### config.mk
export PLATFORM = sky130hd
export DESIGN_NAME = imm_field_packer
export DESIGN_NICKNAME = d
export VERILOG_FILES = /design/src/rtl/imm_field_packer.sv
export SDC_FILE = /design/constraint.sdc
export NUM_CORES = 1
export LEC_CHECK = 0
export ABC_AREA = 1
export CORE_MARGIN = 2
export CORE_UTILIZATION = 45
export DETAILED_ROUTE_END_ITERATION = 7
export PLACE_DENSITY_LB_ADDON = 0.2
export SLEW_MARGIN = 40
export SYNTH_ARGS = -nofsm -noshare
export SYNTH_HDL_FRONTEND = slang
export SYNTH_SLANG_ARGS = --single-unit
### constraint.sdc
create_clock -name CLK -period 2.5 [get_ports CLK]
set_input_delay 0.25 -clock CLK [delete_from_list [all_inputs] [get_ports CLK]]
set_output_delay 0.25 -clock CLK [all_outputs]
set_load 0.005 [all_outputs]
### src/rtl/imm_field_packer.sv
// imm_field_packer: inserts a signed immediate into the immediate field of a
// 32-bit LEGv8 instruction word, flags values that do not fit, and queues the
// packed word with a dense sequential word address in a 2-entry output FIFO.
module imm_field_packer #(
  parameter int ADDR_W = 8,
  parameter int ERR_W  = 8
) (
  input  logic              CLK,
  input  logic              Reset,
  input  logic              in_valid,
  output logic              in_ready,
  input  logic [31:0]       in_base,
  input  logic [63:0]       in_imm,
  input  logic [1:0]        in_ctrl,
  output logic              out_valid,
  input  logic              out_ready,
  output logic [31:0]       out_inst,
  output logic [ADDR_W-1:0] out_addr,
  output logic              out_range_err,
  output logic [ERR_W-1:0]  err_count
);

  localparam logic [ERR_W-1:0] ERR_MAX = {ERR_W{1'b1}};

  // Copy the base word and overwrite only the field selected by ctrl.
  // Out-of-range immediates are simply truncated into the field.
  function automatic logic [31:0] pack_field(
    input logic [31:0] base,
    input logic [63:0] imm,
    input logic [1:0]  ctrl
  );
    logic [31:0] inst;
    inst = base;
    case (ctrl)
      2'b00:   inst[21:10] = imm[11:0];
      2'b01:   inst[20:12] = imm[8:0];
      2'b10:   inst[25:0]  = imm[25:0];
      2'b11:   inst[23:5]  = imm[18:0];
      default: inst = base;
    endcase
    return inst;
  endfunction

  // An immediate fits when every bit from the field's sign bit upward is a
  // copy of that sign bit, i.e. sign extension of the field restores it.
  function automatic logic imm_fits(
    input logic [63:0] imm,
    input logic [1:0]  ctrl
  );
    logic fits;
    case (ctrl)
      2'b00:   fits = (&imm[63:11]) | ~(|imm[63:11]);
      2'b01:   fits = (&imm[63:8])  | ~(|imm[63:8]);
      2'b10:   fits = (&imm[63:25]) | ~(|imm[63:25]);
      2'b11:   fits = (&imm[63:18]) | ~(|imm[63:18]);
      default: fits = 1'b0;
    endcase
    return fits;
  endfunction

  logic [31:0]       inst_mem_r [2];
  logic [ADDR_W-1:0] addr_mem_r [2];
  logic              err_mem_r  [2];
  logic              wr_ptr_r;
  logic              rd_ptr_r;
  logic [1:0]        count_r;
  logic [ADDR_W-1:0] next_addr_r;
  logic [ERR_W-1:0]  err_count_r;

  logic [31:0]       packed_inst_s;
  logic              range_err_s;
  logic              push_s;
  logic              pop_s;
  logic              in_ready_s;
  logic              out_valid_s;

  // Combinational packing and range check of the beat on the input.
  always_comb begin
    packed_inst_s = pack_field(in_base, in_imm, in_ctrl);
    range_err_s   = ~imm_fits(in_imm, in_ctrl);
  end

  // Handshake decode; in_ready depends only on stored occupancy (and is held
  // low while Reset is asserted), never on out_ready.
  always_comb begin
    in_ready_s  = 1'b0;
    out_valid_s = 1'b0;
    if (Reset) begin
      in_ready_s = 1'b0;
    end else begin
      in_ready_s = (count_r != 2'd2);
    end
    out_valid_s = (count_r != 2'd0);
    push_s      = in_valid && in_ready_s;
    pop_s       = out_valid_s && out_ready;
  end

  // FIFO storage, pointers, occupancy, address counter and error counter.
  always_ff @(posedge CLK) begin
    if (Reset) begin
      for (int i = 0; i < 2; i++) begin
        inst_mem_r[i] <= 32'd0;
        addr_mem_r[i] <= {ADDR_W{1'b0}};
        err_mem_r[i]  <= 1'b0;
      end
      wr_ptr_r    <= 1'b0;
      rd_ptr_r    <= 1'b0;
      count_r     <= 2'd0;
      next_addr_r <= {ADDR_W{1'b0}};
      err_count_r <= {ERR_W{1'b0}};
    end else begin
      if (push_s) begin
        inst_mem_r[wr_ptr_r] <= packed_inst_s;
        addr_mem_r[wr_ptr_r] <= next_addr_r;
        err_mem_r[wr_ptr_r]  <= range_err_s;
        wr_ptr_r             <= ~wr_ptr_r;
        // Addresses advance for every accepted beat so the image stays dense.
        next_addr_r          <= next_addr_r + {{(ADDR_W-1){1'b0}}, 1'b1};
        if (range_err_s && (err_count_r != ERR_MAX)) begin
          err_count_r <= err_count_r + {{(ERR_W-1){1'b0}}, 1'b1};
        end
      end
      if (pop_s) begin
        rd_ptr_r <= ~rd_ptr_r;
      end
      case ({push_s, pop_s})
        2'b10:   count_r <= count_r + 2'd1;
        2'b01:   count_r <= count_r - 2'd1;
        default: count_r <= count_r;
      endcase
    end
  end

  assign in_ready      = in_ready_s;
  assign out_valid     = out_valid_s;
  assign out_inst      = inst_mem_r[rd_ptr_r];
  assign out_addr      = addr_mem_r[rd_ptr_r];
  assign out_range_err = err_mem_r[rd_ptr_r];
  assign err_count     = err_count_r;

endmodule

After elaboration in Yosys (flattened, before gate mapping)
Memory sizes are Yosys's and may differ from the RTL's. A register that Yosys moved wholly into a read port is not among the register bits. Index checks and enable logic that the tools add are counted.

Add/subtract/negate cells: 4. Multiply operators: 0. Div/mod/pow operators: 0. Magnitude comparators: 0. Eq/ne operators: 7. Shift-type cells: 0. Multiplexer cells: 30. Bitwise operators: 11. Reduce and logical (&&, ||, !) cells: 18.

Operators with widths (count): 56-bit AND reduction (1); 56-bit OR reduction (1); 53-bit AND reduction (1); 53-bit OR reduction (1); 46-bit AND reduction (1); 46-bit OR reduction (1); 39-bit AND reduction (1); 39-bit OR reduction (1); 9-bit case mux with 4 select lines (1); 32-bit two-way mux (1); 32-bit OR reduction (1); 1-bit two-way mux (19); 8-bit by 1-bit adder with 8-bit output, second input constant (2); 5-bit case mux with 2 select lines (1); 8-bit two-way mux (1); 8-bit inequality test, second input constant (1); 2-bit case mux with 2 select lines (2); 8-bit OR reduction (1); 1-bit NOT (7); 2-bit equality test, second input constant (3); 2-bit case mux with 3 select lines (1); 5-bit two-way mux (1); 2-bit by 1-bit equality test with 1-bit output, second input constant (2); 1-bit OR (4); other kinds (11) (14).

Register bits: 20. Latch bits: 0. RAM bits: 82. Memory bits (read-only): 0. Memories kept: 3.

Memories: inst_mem_r (words 2, width 32, rd ports 1, clocked after memory_dff 1, write ports 2, line 61) `logic [31:0] inst_mem_r [2];`; addr_mem_r (words 2, width 8, rd ports 1, clocked after memory_dff 1, write ports 2, line 62) `logic [ADDR_W-1:0] addr_mem_r [2];`; err_mem_r (words 2, width 1, rd ports 1, clocked after memory_dff 1, write ports 2, line 63) `logic err_mem_r [2];`.

Longest topological paths before layout
Word-level depth: 8. Mapped depth: 15. Gate-level depth less buffers: 14.

Worst setup path after synthesis
Ideal clock, no wire load.

Path type: register -> register. Start: reg count_r[0]. End: mem addr_mem_r[0][0] (enable). Library setup time: 399 ps. Arrival time: 1960 ps. Required time: 2101 ps. Slack: 141 ps. Cell stages (with the launch flop): 8. Buffers on the path: 1. Clock period less this slack: 2359 ps. Path through: dfxtp_1 -> inv_2 -> a21oi_4 -> nand2_4 -> nor2_1 -> clkinv_1 -> clkbuf_1 -> nand2_1.

RTL lines: start, declared (line 66) `logic [1:0] count_r;`; start signal, assigned (line 127) `2'b10: count_r <= count_r + 2'd1;`; start signal, assigned (line 128) `2'b01: count_r <= count_r - 2'd1;`; start signal, assigned (line 129) `default: count_r <= count_r;`; end, declared (line 62).

==> impl_metrics.ini <==
[placement]
gp_congestion = 0.9356
place_ws_ps = 242.7
hpwl_mm = 11.83
port_buffers = 143

[sta]
whs_ps = 452.9
period_minus_slack_ps = 2053
drv_slew = 0
skew_ps = 6.082
setup_ws_ps = 446.7
fin_setup_tns_ps = 0
rsz0062_at_grt = false
fmax_ghz = 0.4870
setup_viol = 0
hold_viol = 0
fin_crit_sh_pct = 82.13
tightest_slew_ps = 579.7
maxSlewHeadroom_pct = 61.24

[synth]
syn_area_um2 = 5844
ys_warn_count = 0
synth_area_leaders = edfxtp_1, nor2_1, nand2_1
synth-main-ff-cell = edfxtp_1
ys_ff_latch = 103
synth_top_area_cell = edfxtp_1
synth_edf_count = 82
synthDominantCellAreaShare_pct = 42.13
yosys-top-cells-count = nor2_1, nand2_1, edfxtp_1, inv_1, mux2_2
seq_area_frac_synth_pct = 49.33
synth_cell_types = 35
ys_async_sr_fraction_pct = 0
synth_nets = 805
synth_most_common_cell = nor2_1
syn_area_per_cell_um2 = 8.349
synth_cells = 700

[clock_network]
clockBufferDepth = 2
cts_made_buffers = 9
postCtsHoldBufs = 0
clkLatencyLatePin_ps = 340
post-cts-setup-buffer-count = 0
cts_tree = done
clkSinkCount = 103
htree_num_levels = 3
clkTransAtPathRegs_ps = 70
cts_resized = 0
cts_root_buffer = clkbuf_16

[global_route]
grt_pass1_wl_mm = 25.11
grt_pass1_vias = 5162
grt_start_max_net_pins = 42
gr-total-overflow = 0
antenna_found_initial = 0
grtUsageTotal_pct = 22.65

[outcome]
status = finished clean

[pwr]
power.internal_mw = 3.180
p_clk_share_pct = 30.4
ir_drop_mv = 0.2992
p_leak_nw = 3.032
pwr-share-comb_pct = 22.7
p_sw_mw = 1.117
p_sw_share_pct = 25.99
cellPowerDensity_nw_per_um2 = 550.9
seqPwrFrac_pct = 46.9

[floorplan]
core_um2 = 12670
dieArea_um2 = 13910
initial_core_util_pct = 46.12
io_pins = 153
die_h_um = 118.0
die_w_um = 118.0
rows = 41

[setup_path]
reg2reg_depth = 8
worstPathArrival_ps = 1800
r2r_slack_ps = 510
cp-end-kind = primary output
worstSetupPathType = flop to primary output
required_ps = 2250
critPathMaxFanout = 41
startpoint_type = flop
critical_path.reg2reg.startpoint = err_count[0]$_SDFFE_PP0P_
critPathSlowestCell = clkdlybuf4s50_1
crit-reg2reg-capture = err_count[1]$_SDFFE_PP0P_
path_cells = buf_12 -> mux2_2 -> clkdlybuf4s50_1
cp_slowest_stage_delay_ps = 460

[route]
avgRoutedWirePerCell_um = 15.42
antenna_left = 0
drtIter0Drc = 337
drc = 0
drt-pass1-iter-count = 5
drt_wl_total_mm = 15.74
vias_per_cell = 5.156
route.vias.total = 5264

[final_layout]
n_antenna_cell = 0
nNetsFinal = 949
final_layout_size_suffix_gt1_share_pct = 11.31
area_delta_synth_final_pct = 33.44
fill_cells = 1137

[flow_run]
maxCapViolCount = 0

[min_path]
hold_start = rd_ptr_r$_SDFFE_PP0P_
min_path_cells = 1
hp-class = flop to flop
==> critical path, delay by kind of cell, from the launching register on <==
family,cells,cell delay (ps)
buf+inv,2,690
mux,1,390
flops,1,340
==> per-layer routing <==
metal  vias to the layer above  global-route usage, %  share of wire (%)
li1                       2623                      -                  -
met1                      2413                  28.14                 42
met2                       204                  38.23                 49
met3                        24                  5.087                7.2
met4                         0                  9.036                2.2
met5                         -                      0                  0
==> power by group through the flow <==
| stage | logic [mW] | clock network [mW] | registers, mW |
|---|---|---|---|
| after detailed placement | 0.977 | 0 | 2.05 |
| after floorplan | 0.449 | 0 | 2.04 |
| final | 0.977 | 1.30 | 2.01 |
| after CTS | 0.984 | 1.32 | 2.02 |
| after global routing | 1.06 | 1.38 | 2.03 |
| after global placement | 0.969 | 0 | 2.04 |
==> state kept, by name, indices dropped and copies added, names as in the netlist, named ones only <==
register     cells
addr_mem_r      16
count_r          2
err_mem_r        2
inst_mem_r      64
next_addr_r      8
wr_ptr_r         1
rd_ptr_r         1
err_count        8
==> layout by cell type, fill, tap and decap left out, drive strengths merged <==
cell type	synthesis	layout
xnor2	1	1
nand4	18	18
mux2	41	41
mux2i	3	3
nand3b	3	3
nand3	23	23
nor2	196	196
a221oi	16	16
o22ai	10	10
o21ai	16	16
nand2	126	126
a21oi	20	20
clkbuf	12	10
clkinv	3	6
nor3	9	9
o21a	1	1
clkdlybuf4s50	0	143
ha	3	3
buf	10	12
dfxtp	21	21
edfxtp	82	82
and3	1	1
inv	82	85
a21boi	1	1
nor4	2	2
==> how the worst max path moves through the flow <==
stage                                    startpoint                              to  slack (ps)  depth (start not counted)
after detailed placement                 in_imm[24]       err_count[1]$_SDFFE_PP0P_         240                         12
after global routing      err_count[0]$_SDFFE_PP0P_       err_count[1]$_SDFFE_PP0P_         260                          8
after CTS                                      flop                    out_inst[20]         440                          3
final                                          flop                    out_inst[20]         450                          3
after global placement                   in_imm[62]       err_count[0]$_SDFFE_PP0P_         280                         12
after floorplan             count_r[0]$_SDFFE_PP0P_  addr_mem_r[0][0]$_SDFFCE_PN0P_         140                          7
==> final cells by class <==
cell class                 instances  area (um2)  area share [%]
timing repair buffer             155        1559           19.99
clock buffer                      10       229.0           2.936
tap                              172       215.2           2.760
multi-input combinational        490        2550           32.70
sequential                       103        2884           36.98
clock inverter                     6       41.29          0.5294
inverter                          85       320.3           4.107
==> per-stage QoR <==
step	std cells	utilization, %	power (mW)	area [um2]
2_1_floorplan	700	-	2.490	5844
3_3_place_gp	1005	59.42	3.012	7528
3_5_place_dp	1005	59.42	3.031	7528
4_1_cts	1021	61.55	4.323	7799
5_1_grt	1021	61.55	4.463	7799
6_report	1021	61.55	4.296	7799
==> cell families (layout without fill, tap and decap cells) <==
| family | count (synthesis) | count (layout) | share of synthesized area, % |
|---|---|---|---|
| AOI/OAI and AO/OA | 64 | 64 | 7.065 |
| adders and majority gates | 3 | 3 | 0.6423 |
| buffers and inverters | 107 | 256 | 7.129 |
| and+or+nand+nor | 378 | 378 | 27.27 |
| xor gates and xnor gates | 1 | 1 | 0.1499 |
| muxes | 44 | 44 | 8.414 |
| DFF | 103 | 103 | 49.33 |
(Power assumes the default switching activity.)
